`src/rtl/mux_rr_if.sv`:
```
// rtl/mux_rr_if.sv - channel request and output handshake bundle for mux_rr
interface mux_rr_if #(
  parameter int WIDTH = 16,
  parameter int N     = 14,
  parameter int SEL_W = 4
);
  logic [N*WIDTH-1:0] in_bus;
  logic [N-1:0]       in_valid;
  logic [N-1:0]       in_ready;
  logic               mode;
  logic [SEL_W-1:0]   sel;
  logic [WIDTH-1:0]   out_data;
  logic               out_valid;
  logic               out_ready;
  logic [SEL_W-1:0]   out_ch;

  modport master (
    output in_bus, in_valid, mode, sel, out_ready,
    input  in_ready, out_data, out_valid, out_ch
  );

  modport slave (
    input  in_bus, in_valid, mode, sel, out_ready,
    output in_ready, out_data, out_valid, out_ch
  );
endinterface

```
`src/rtl/mux_rr.sv`:
```
// rtl/mux_rr.sv - N-channel registered selector with direct and round-robin modes
module mux_rr #(
  parameter int WIDTH = 16,
  parameter int N     = 14,
  parameter int SEL_W = 4
) (
  input  logic     clk,
  input  logic     rst,
  mux_rr_if.slave  bus
);
  logic [SEL_W-1:0] last;
  logic [SEL_W-1:0] cand;
  logic             have_cand;
  logic             load_en;
  logic             capture;
  logic [N-1:0]     ready;
  int               idx;

  assign load_en = !bus.out_valid || bus.out_ready;
  // Reset gating keeps in_ready low while the register is being cleared.
  assign capture = !rst && load_en && have_cand;

  always_comb begin
    have_cand = 1'b0;
    cand      = '0;
    idx       = 0;
    if (!bus.mode) begin
      for (int k = 0; k < N; k++) begin
        if (int'(bus.sel) == k && bus.in_valid[k]) begin
          have_cand = 1'b1;
          cand      = SEL_W'(k);
        end
      end
    end else begin
      // Walk offsets farthest-first so the nearest requester after last wins.
      for (int off = N; off >= 1; off--) begin
        idx = (int'(last) + off) % N;
        if (bus.in_valid[idx]) begin
          have_cand = 1'b1;
          cand      = SEL_W'(idx);
        end
      end
    end
  end

  always_comb begin
    ready = '0;
    for (int k = 0; k < N; k++) begin
      ready[k] = capture && (int'(cand) == k);
    end
  end

  assign bus.in_ready = ready;

  always_ff @(posedge clk) begin
    if (rst) begin
      bus.out_data  <= '0;
      bus.out_valid <= 1'b0;
      bus.out_ch    <= '0;
      last          <= SEL_W'(N - 1);
    end else if (capture) begin
      bus.out_data  <= bus.in_bus[int'(cand)*WIDTH +: WIDTH];
      bus.out_valid <= 1'b1;
      bus.out_ch    <= cand;
      last          <= cand;
    end else if (bus.out_ready) begin
      bus.out_valid <= 1'b0;
    end
  end
endmodule
```
`src/flat_wrapper.sv`:
```
// flat-port wrapper written by rule: the top's interface ports become plain ports
module mux_rr_flat 
#(
  parameter int WIDTH = 16,
  parameter int N     = 14,
  parameter int SEL_W = 4
)
  (clk, rst, bus_in_bus, bus_in_valid, bus_mode, bus_sel, bus_out_ready, bus_in_ready, bus_out_data, bus_out_valid, bus_out_ch);
  mux_rr_if #(.WIDTH(WIDTH), .N(N), .SEL_W(SEL_W)) bus_i ();
  input  logic clk;
  input  logic rst;
  input wire logic [$bits(bus_i.in_bus)-1:0] bus_in_bus;
  input wire logic [$bits(bus_i.in_valid)-1:0] bus_in_valid;
  input wire logic [$bits(bus_i.mode)-1:0] bus_mode;
  input wire logic [$bits(bus_i.sel)-1:0] bus_sel;
  input wire logic [$bits(bus_i.out_ready)-1:0] bus_out_ready;
  output wire logic [$bits(bus_i.in_ready)-1:0] bus_in_ready;
  output wire logic [$bits(bus_i.out_data)-1:0] bus_out_data;
  output wire logic [$bits(bus_i.out_valid)-1:0] bus_out_valid;
  output wire logic [$bits(bus_i.out_ch)-1:0] bus_out_ch;
  assign bus_i.in_bus = bus_in_bus;
  assign bus_i.in_valid = bus_in_valid;
  assign bus_i.mode = bus_mode;
  assign bus_i.sel = bus_sel;
  assign bus_i.out_ready = bus_out_ready;
  assign bus_in_ready = bus_i.in_ready;
  assign bus_out_data = bus_i.out_data;
  assign bus_out_valid = bus_i.out_valid;
  assign bus_out_ch = bus_i.out_ch;
  mux_rr #(.WIDTH(WIDTH), .N(N), .SEL_W(SEL_W)) u_core (.clk(clk), .rst(rst), .bus(bus_i));
endmodule
```
`config.mk`:
```
export PLATFORM = sky130hd
export DESIGN_NAME = mux_rr_flat
export DESIGN_NICKNAME = d
export VERILOG_FILES = /design/src/rtl/mux_rr_if.sv /design/src/rtl/mux_rr.sv /design/src/flat_wrapper.sv
export SDC_FILE = /design/constraint.sdc
export NUM_CORES = 1
export LEC_CHECK = 0
export CORE_MARGIN = 10
export CORE_UTILIZATION = 44
export DETAILED_ROUTE_END_ITERATION = 16
export PLACE_DENSITY = 0.82
export SYNTH_ARGS = -nofsm -noshare
export SYNTH_HDL_FRONTEND = slang
export SYNTH_SLANG_ARGS = --single-unit
```
`constraint.sdc`:
```
create_clock -name clk -period 7.6 [get_ports clk]
set_input_delay 1.9 -clock clk [delete_from_list [all_inputs] [get_ports clk]]
set_output_delay 1.9 -clock clk [all_outputs]
set_load 0.1 [all_outputs]
```
==> results of run 1 <==
-- state kept, by name (all words and copies together) (netlist names) --
| name | flops |
|---|---|
| u_core.bus.out_valid | 1 |
| u_core.last | 4 |
| u_core.bus.out_data | 16 |
| u_core.bus.out_ch | 3 |
-- tightest hold or removal path: stages, from the launching register on --
cell	delay, ps
dfxtp_1	310
nand2b_1	60
a2bb2oi_1	50
-- layout make-up --
class / instances / area (um2)
clock buffers: 3 / 75.1
clock inverters: 1 / 30.0
inverters: 40 / 153
flip-flops and latches: 24 / 489
repair buffers: 366 / 3630
fillers: 1681 / 7190
well taps: 270 / 338
multi-input cells: 1038 / 8200
-- layer usage --
layer / global-route usage [%] / up-vias / routed length, um
met3: 6.57 / 99 / 3700
met2: 50.5 / 559 / 20600
met1: 37.2 / 5270 / 16900
li1: - / 5182 / -
met5: 0 / - / 0
met4: 10.5 / 0 / 1650
-- Yosys cell counts (6+ instances only) --
library cell | n | area, um2
buf_6 | 11 | 124
mux4_2 | 8 | 180
inv_2 | 6 | 22.5
o211a_1 | 7 | 70.1
o21a_1 | 7 | 52.6
or2_2 | 12 | 75.1
a21oi_1 | 72 | 360
a221o_1 | 6 | 60.1
nand2b_1 | 23 | 144
o22ai_1 | 30 | 188
nand3_1 | 35 | 175
nand3b_1 | 8 | 60.1
o211ai_1 | 17 | 128
nor4_1 | 11 | 68.8
mux2_2 | 54 | 608
nand4_1 | 6 | 37.5
o31ai_1 | 14 | 105
clkbuf_1 | 28 | 105
a211o_1 | 8 | 70.1
inv_1 | 31 | 116
o221ai_1 | 9 | 78.8
and3_1 | 6 | 37.5
o21ai_0 | 54 | 270
a31oi_1 | 22 | 138
nor3_1 | 20 | 100
ha_1 | 44 | 551
o32a_1 | 13 | 130
xnor2_1 | 13 | 114
nor2b_1 | 28 | 175
buf_2 | 29 | 145
nor2_1 | 76 | 285
nand2_1 | 90 | 338
or3_1 | 11 | 68.8
dfxtp_1 | 24 | 480
and2_1 | 6 | 37.5
mux2i_1 | 153 | 1530
xor2_1 | 7 | 61.3
a211oi_1 | 26 | 195
-- per-stage QoR --
step / cells / setup slack [ps] / utilization (%) / hold WS [ps]
floorplan: 1181 / -22.4 / - / 794
global placement: 1736 / 9.94 / 62.7 / 449
detailed placement: 1736 / 16.7 / 62.7 / 467
CTS: 1740 / 2.94 / 63.3 / 480
global route: 1742 / -20.8 / 64.2 / 502
finish: 1742 / 105 / 64.2 / 475
-- kinds of logic after synthesis --
family	Yosys count
adders and majority gates	44
buffers and inverters	119
DFF	24
and+or+nand+nor	365
AOI/OAI and AO/OA	385
muxes	220
xor gates and xnor gates	24
-- cell usage in the layout, fill, tap and decap left out, types with 9 or more instances in the layout --
cell type        count
a211oi_1            23
buf_12              16
or2_2               11
mux2_2              53
inv_1               29
ha_1                39
a31oi_1             22
nor2b_1             26
o211ai_1            17
o22ai_1             29
clkdlybuf4s50_1    263
or3_1               10
xnor2_1             11
nor2_4              10
nor4_1              10
o21ai_0             54
nand3_1             35
dfxtp_1             21
o32a_1              13
nor3_1              20
nor2_1              66
nand2b_1            21
a21oi_1             68
nand2_1             88
buf_4               82
o31ai_1             13
o221ai_1             9
mux2i_1            150
-- timing repair --
item,in CTS,in global routing
gates cloned,0,0
pin swaps,0,2
buffers inserted,0,2
setup endpoints to repair,8,14
resized for setup,4,38
-- path summary, 6_finish.rpt --
| check | from | depth (start not counted) | end |
|---|---|---|---|
| worst max-delay path | bus_in_valid[3] | 12 | bus_in_ready[1] |
| worst min-delay path | u_core.bus.out_data[0] | 2 | u_core.bus.out_data[0] |
| worst max register to register | u_core.last[2] | 20 | u_core.bus.out_data[15] |
| worst min register to register | u_core.bus.out_data[0] | 2 | u_core.bus.out_data[0] |
==> impl_metrics.json, run 1 <==
{
  "ys_seq_area_share_pct": 5.38,
  "firstDrtPassIters": 7,
  "critPathMaxFanout": 6,
  "drive_gt1_share_pct": 18.2,
  "path_clk_slew_ps": 60,
  "synth_edf_count": 0,
  "clock_skew_ps": 5.32,
  "ioPinCount": 281,
  "synth-xor-area-share_pct": 2.69,
  "async_reset_ff_share_pct": 0,
  "hold_buffers": 0,
  "worst-slew-pin-transition_ps": 1130,
  "dieArea_um2": 26400,
  "synthAdderAreaFrac_pct": 6.16,
  "setup_violations": 0,
  "gr-total-overflow": 0,
  "clkSinkCount": 24,
  "status": "complete, no violations",
  "grt_max_degree": 56,
  "synth_ff_type": "dfxtp_1",
  "report.final.slew_viol_count": 0,
  "arrival_ps": 5600,
  "first_iter_violations": 1272,
  "required_ps": 5700,
  "critPathKind": "in2out",
  "hold_viol_final": 0,
  "maxCapViolCount": 0,
  "core_area_um2": 20100,
  "fin_crit_sh_pct": 98.6,
  "tns_ps": 0,
  "cp_cell_sequence": "clkdlybuf4s50_1, mux2_2, nor2_1, a2111oi_1, or3_1, a31oi_1, a21oi_1, nor3_4, buf_4, or3_4, nor2_4, buf_12",
  "dpl_cell_area_um2": 12600,
  "grt_pass1_vias": 10700,
  "initial_core_util_pct": 44.4,
  "gp_congestion": 1.01,
  "die_height_um": 162,
  "fp.dieW_um": 162,
  "num_vias": 11100,
  "routed_wl_um": 42800,
  "synth_mux_area_share_pct": 26.7,
  "cp-end-kind": "output pin",
  "yosys.cell_types.count": 104,
  "crit_buf_inv": 3,
  "period_needed_ps": 7500,
  "worstHoldPathType": "reg2reg",
  "grt_pass1_wl_um": 63900,
  "area_growth_pct": 44.6,
  "vias_per_cell": 6.38,
  "avgSynthCellArea_um2": 7.56,
  "clockBufferDepth": 2,
  "cts_tree": "yes",
  "synthesis.area_um2": 8930,
  "synthSimpleGateAreaFrac_pct": 21.2,
  "synth_compound_area_share_pct": 31.3,
  "antennaDiodeCount": 0,
  "insertion_delay_ps": 270,
  "antenna_found_initial": 0,
  "yosysWarningCount": 0,
  "synthesis.nets": 1471,
  "drt-wirelength-per-cell_um": 24.6,
  "fmax_mhz": 133,
  "cts_htree_levels": 1,
  "slowest_stage": "a2111oi_1",
  "netlist_instances": 1181,
  "ant_nets": 0,
  "drc": 0,
  "cp_top_family": "compound AO/OA/AOI/OAI gates",
  "max_slew_margin_pct": 24.6,
  "worstSetupStartpointType": "input port",
  "layout.nets": 1763,
  "cts_buffers": 3,
  "synth_top_family_by_area": "compound AO/OA/AOI/OAI gates",
  "dp.final_hpwl_um": 35600,
  "synth-seq-cells": 24,
  "num_rows": 52,
  "root_buffer": "clkbuf_16",
  "fin_area_um2": 12900,
  "cpPeakStageDelay_ps": 900,
  "grt_util_all_layers_pct": 30.2,
  "io_buffers": 280,
  "reg2reg_slack_ps": 1140
}
Power of run 1 is left out: the tool's default activity adds up to more than one toggle a clock period on the data nets, which glitch-free logic cannot reach.
==> run 2: changes to the inputs <==
CORE_UTILIZATION = 49   (was 44)
PLACE_DENSITY = 0.87   (was 0.82)
clock period = 7.9 ns   (was 7.6 ns; I/O delays follow)
==> run 2 against run 1 <==
Against the previous run: sequential share of layout area rose by 0.10 points; setup slack got worse by 29 ps; die area decreased by 9.0%; clock skew shrank 2.0 ps; count of clock-buffer cells in the layout increased by 1; utilization up 5.7 points; via count is 3.0% higher; first-iteration DRC count increased by 22%; critical path type unchanged.
==> impl_metrics.json, run 2 (synthesis gave the netlist of run 1 again) <==
{
  "grt_pass1_vias": 11000,
  "io_buffers": 280,
  "period_needed_ps": 7820,
  "slowest_stage": "or4_1",
  "r2r_start": "u_core.last[2]",
  "num_rows": 49,
  "fmax_mhz": 128,
  "grt_max_degree": 65,
  "area_growth_pct": 40.7,
  "post-route-util_pct": 70.0,
  "ant_nets": 0,
  "drive_gt1_share_pct": 16.0,
  "die_height_um": 155,
  "worst-slew-pin-transition_ps": 1080,
  "r2r_cells": 21,
  "post-place-ws_ps": 23.2,
  "routed_wl_um": 41900,
  "nFillCells": 1427,
  "cp.depth": 13,
  "setup_violations": 0,
  "cpPeakStageDelay_ps": 630,
  "layout_commonest_cell": "clkdlybuf4s50_1",
  "met3_length_um": 4320,
  "maxCapViolCount": 0,
  "reg2reg_slack_ps": 1090,
  "largest-register": "u_core.bus.out_data",
  "critPathMaxFanout": 8,
  "max_slew_margin_pct": 28.1,
  "setup_ws_ps": 76.2,
  "drt-wirelength-per-cell_um": 24.9,
  "regArea_um2": 489,
  "cp_top_family": "simple AND/OR/NAND/NOR gates",
  "crit_start": "bus_in_valid[9]",
  "hold_ws_ps": 470,
  "core_area_um2": 18000,
  "cp-endpoint": "bus_in_ready[9]",
  "clockBufferDepth": 2,
  "ioPinCount": 281,
  "required_ps": 5930,
  "met1Wirelength_um": 15600,
  "hold_viol_final": 0,
  "hold_buffers": 0,
  "wl_met2_um": 19800,
  "antenna_found_initial": 1,
  "insertion_delay_ps": 260,
  "worstHoldPathType": "reg2reg",
  "multi_input_area_um2": 8120,
  "report.final.slew_viol_count": 0,
  "first_iter_violations": 1557,
  "initial_core_util_pct": 49.7,
  "cts_tree": "yes",
  "dp.final_hpwl_um": 34400,
  "instances_no_fill": 1681,
  "layout.nets": 1743,
  "cp_cell_sequence": "clkdlybuf4s50_1, mux2_2, a211oi_1, o32a_1, a2bb2oi_1, buf_4, nand2_1, or4_1, a2111oi_4, nor3_4, or3_4, nor2b_4, buf_12",
  "critPathKind": "in2out",
  "num_vias": 11400,
  "crit_buf_inv": 3,
  "cts_buffers": 3,
  "antennaDiodeCount": 0,
  "largest_reg_flops": 16,
  "vias_per_cell": 6.81,
  "worstSetupStartpointType": "input port",
  "clock_skew_ps": 3.30,
  "cts_htree_levels": 1,
  "arrival_ps": 5850,
  "gp_congestion": 1.05,
  "final_cell_mix": "266 x clkdlybuf4s50_1, 153 x mux2i_1, 88 x nand2_1, 69 x a21oi_1, 66 x nor2_1",
  "grt_util_all_layers_pct": 31.9,
  "gr-total-overflow": 0,
  "placed_cells": 1674,
  "dieArea_um2": 24000,
  "highest_layer": "met5",
  "cp-end-kind": "output pin",
  "clkSinkCount": 24,
  "fin_crit_sh_pct": 99.0,
  "grt_pass1_wl_um": 62300,
  "path_clk_slew_ps": 60,
  "fp.dieW_um": 155,
  "status": "complete, no violations",
  "min_from": "u_core.bus.out_ch[2]",
  "reg2reg_to": "u_core.bus.out_data[9]",
  "top_regs": "u_core.bus.out_data: 16 flops, u_core.last: 4 flops, u_core.bus.out_ch: 3 flops",
  "drc": 0,
  "root_buffer": "clkbuf_16",
  "firstDrtPassIters": 6
}
[run 2: area by class of cell]
cell class / instances / share of cell area [%]
multi-input combinational: 1038 / 64.6
inverter: 40 / 1.22
sequential: 24 / 3.89
timing repair buffer: 346 / 27.4
clock buffer: 4 / 0.627
tap: 229 / 2.28
[run 2: through the flow]
stage / area [um2] / TNS [ps]
2_1_floorplan: 9110 / -15.3
3_3_place_gp: 12300 / 0
3_5_place_dp: 12300 / 0
4_1_cts: 12400 / 0
5_1_grt: 12600 / -85.9
6_report: 12600 / 0
[run 2: worst register-to-register path, cell delays in order (launching register included)]
cell	delay, ps
dfxtp_2	400
clkinvlp_4	90
buf_4	170
ha_1	430
nand2b_1	170
xnor2_1	460
nor2_1	90
ha_1	300
or3_1	400
o31ai_1	600
a22o_1	270
a211oi_1	70
or2_0	350
or2_2	340
a21oi_2	200
a2111oi_4	60
nor3_4	360
buf_4	840
mux2i_1	260
mux2_2	300
o22ai_1	380
o32a_1	240
[run 2: worst min path at each step]
stage	endpoint	cells after the start
2_1_floorplan	u_core.last[3]	3
4_1_cts	u_core.bus.out_data[0]	2
5_1_grt	u_core.bus.out_ch[2]	2
3_3_place_gp	u_core.bus.out_ch[2]	2
3_5_place_dp	u_core.bus.out_data[0]	2
6_report	u_core.bus.out_ch[2]	2
[run 2: repair_timing]
item                                    4_1_cts  5_1_grt
buffers inserted                              0        3
pin swaps                                     0        1
resized for setup                             2       22
endpoints found under the setup margin        5       14
gates cloned                                  0        0
[run 2: per-layer routing]
metal  track usage, %  up-vias
li1                 -     5140
met1             38.0     5331
met2             54.4      808
met3             6.64      162
met4             13.3        2
met5                0        -
Power of run 2 is left out for the same reason.
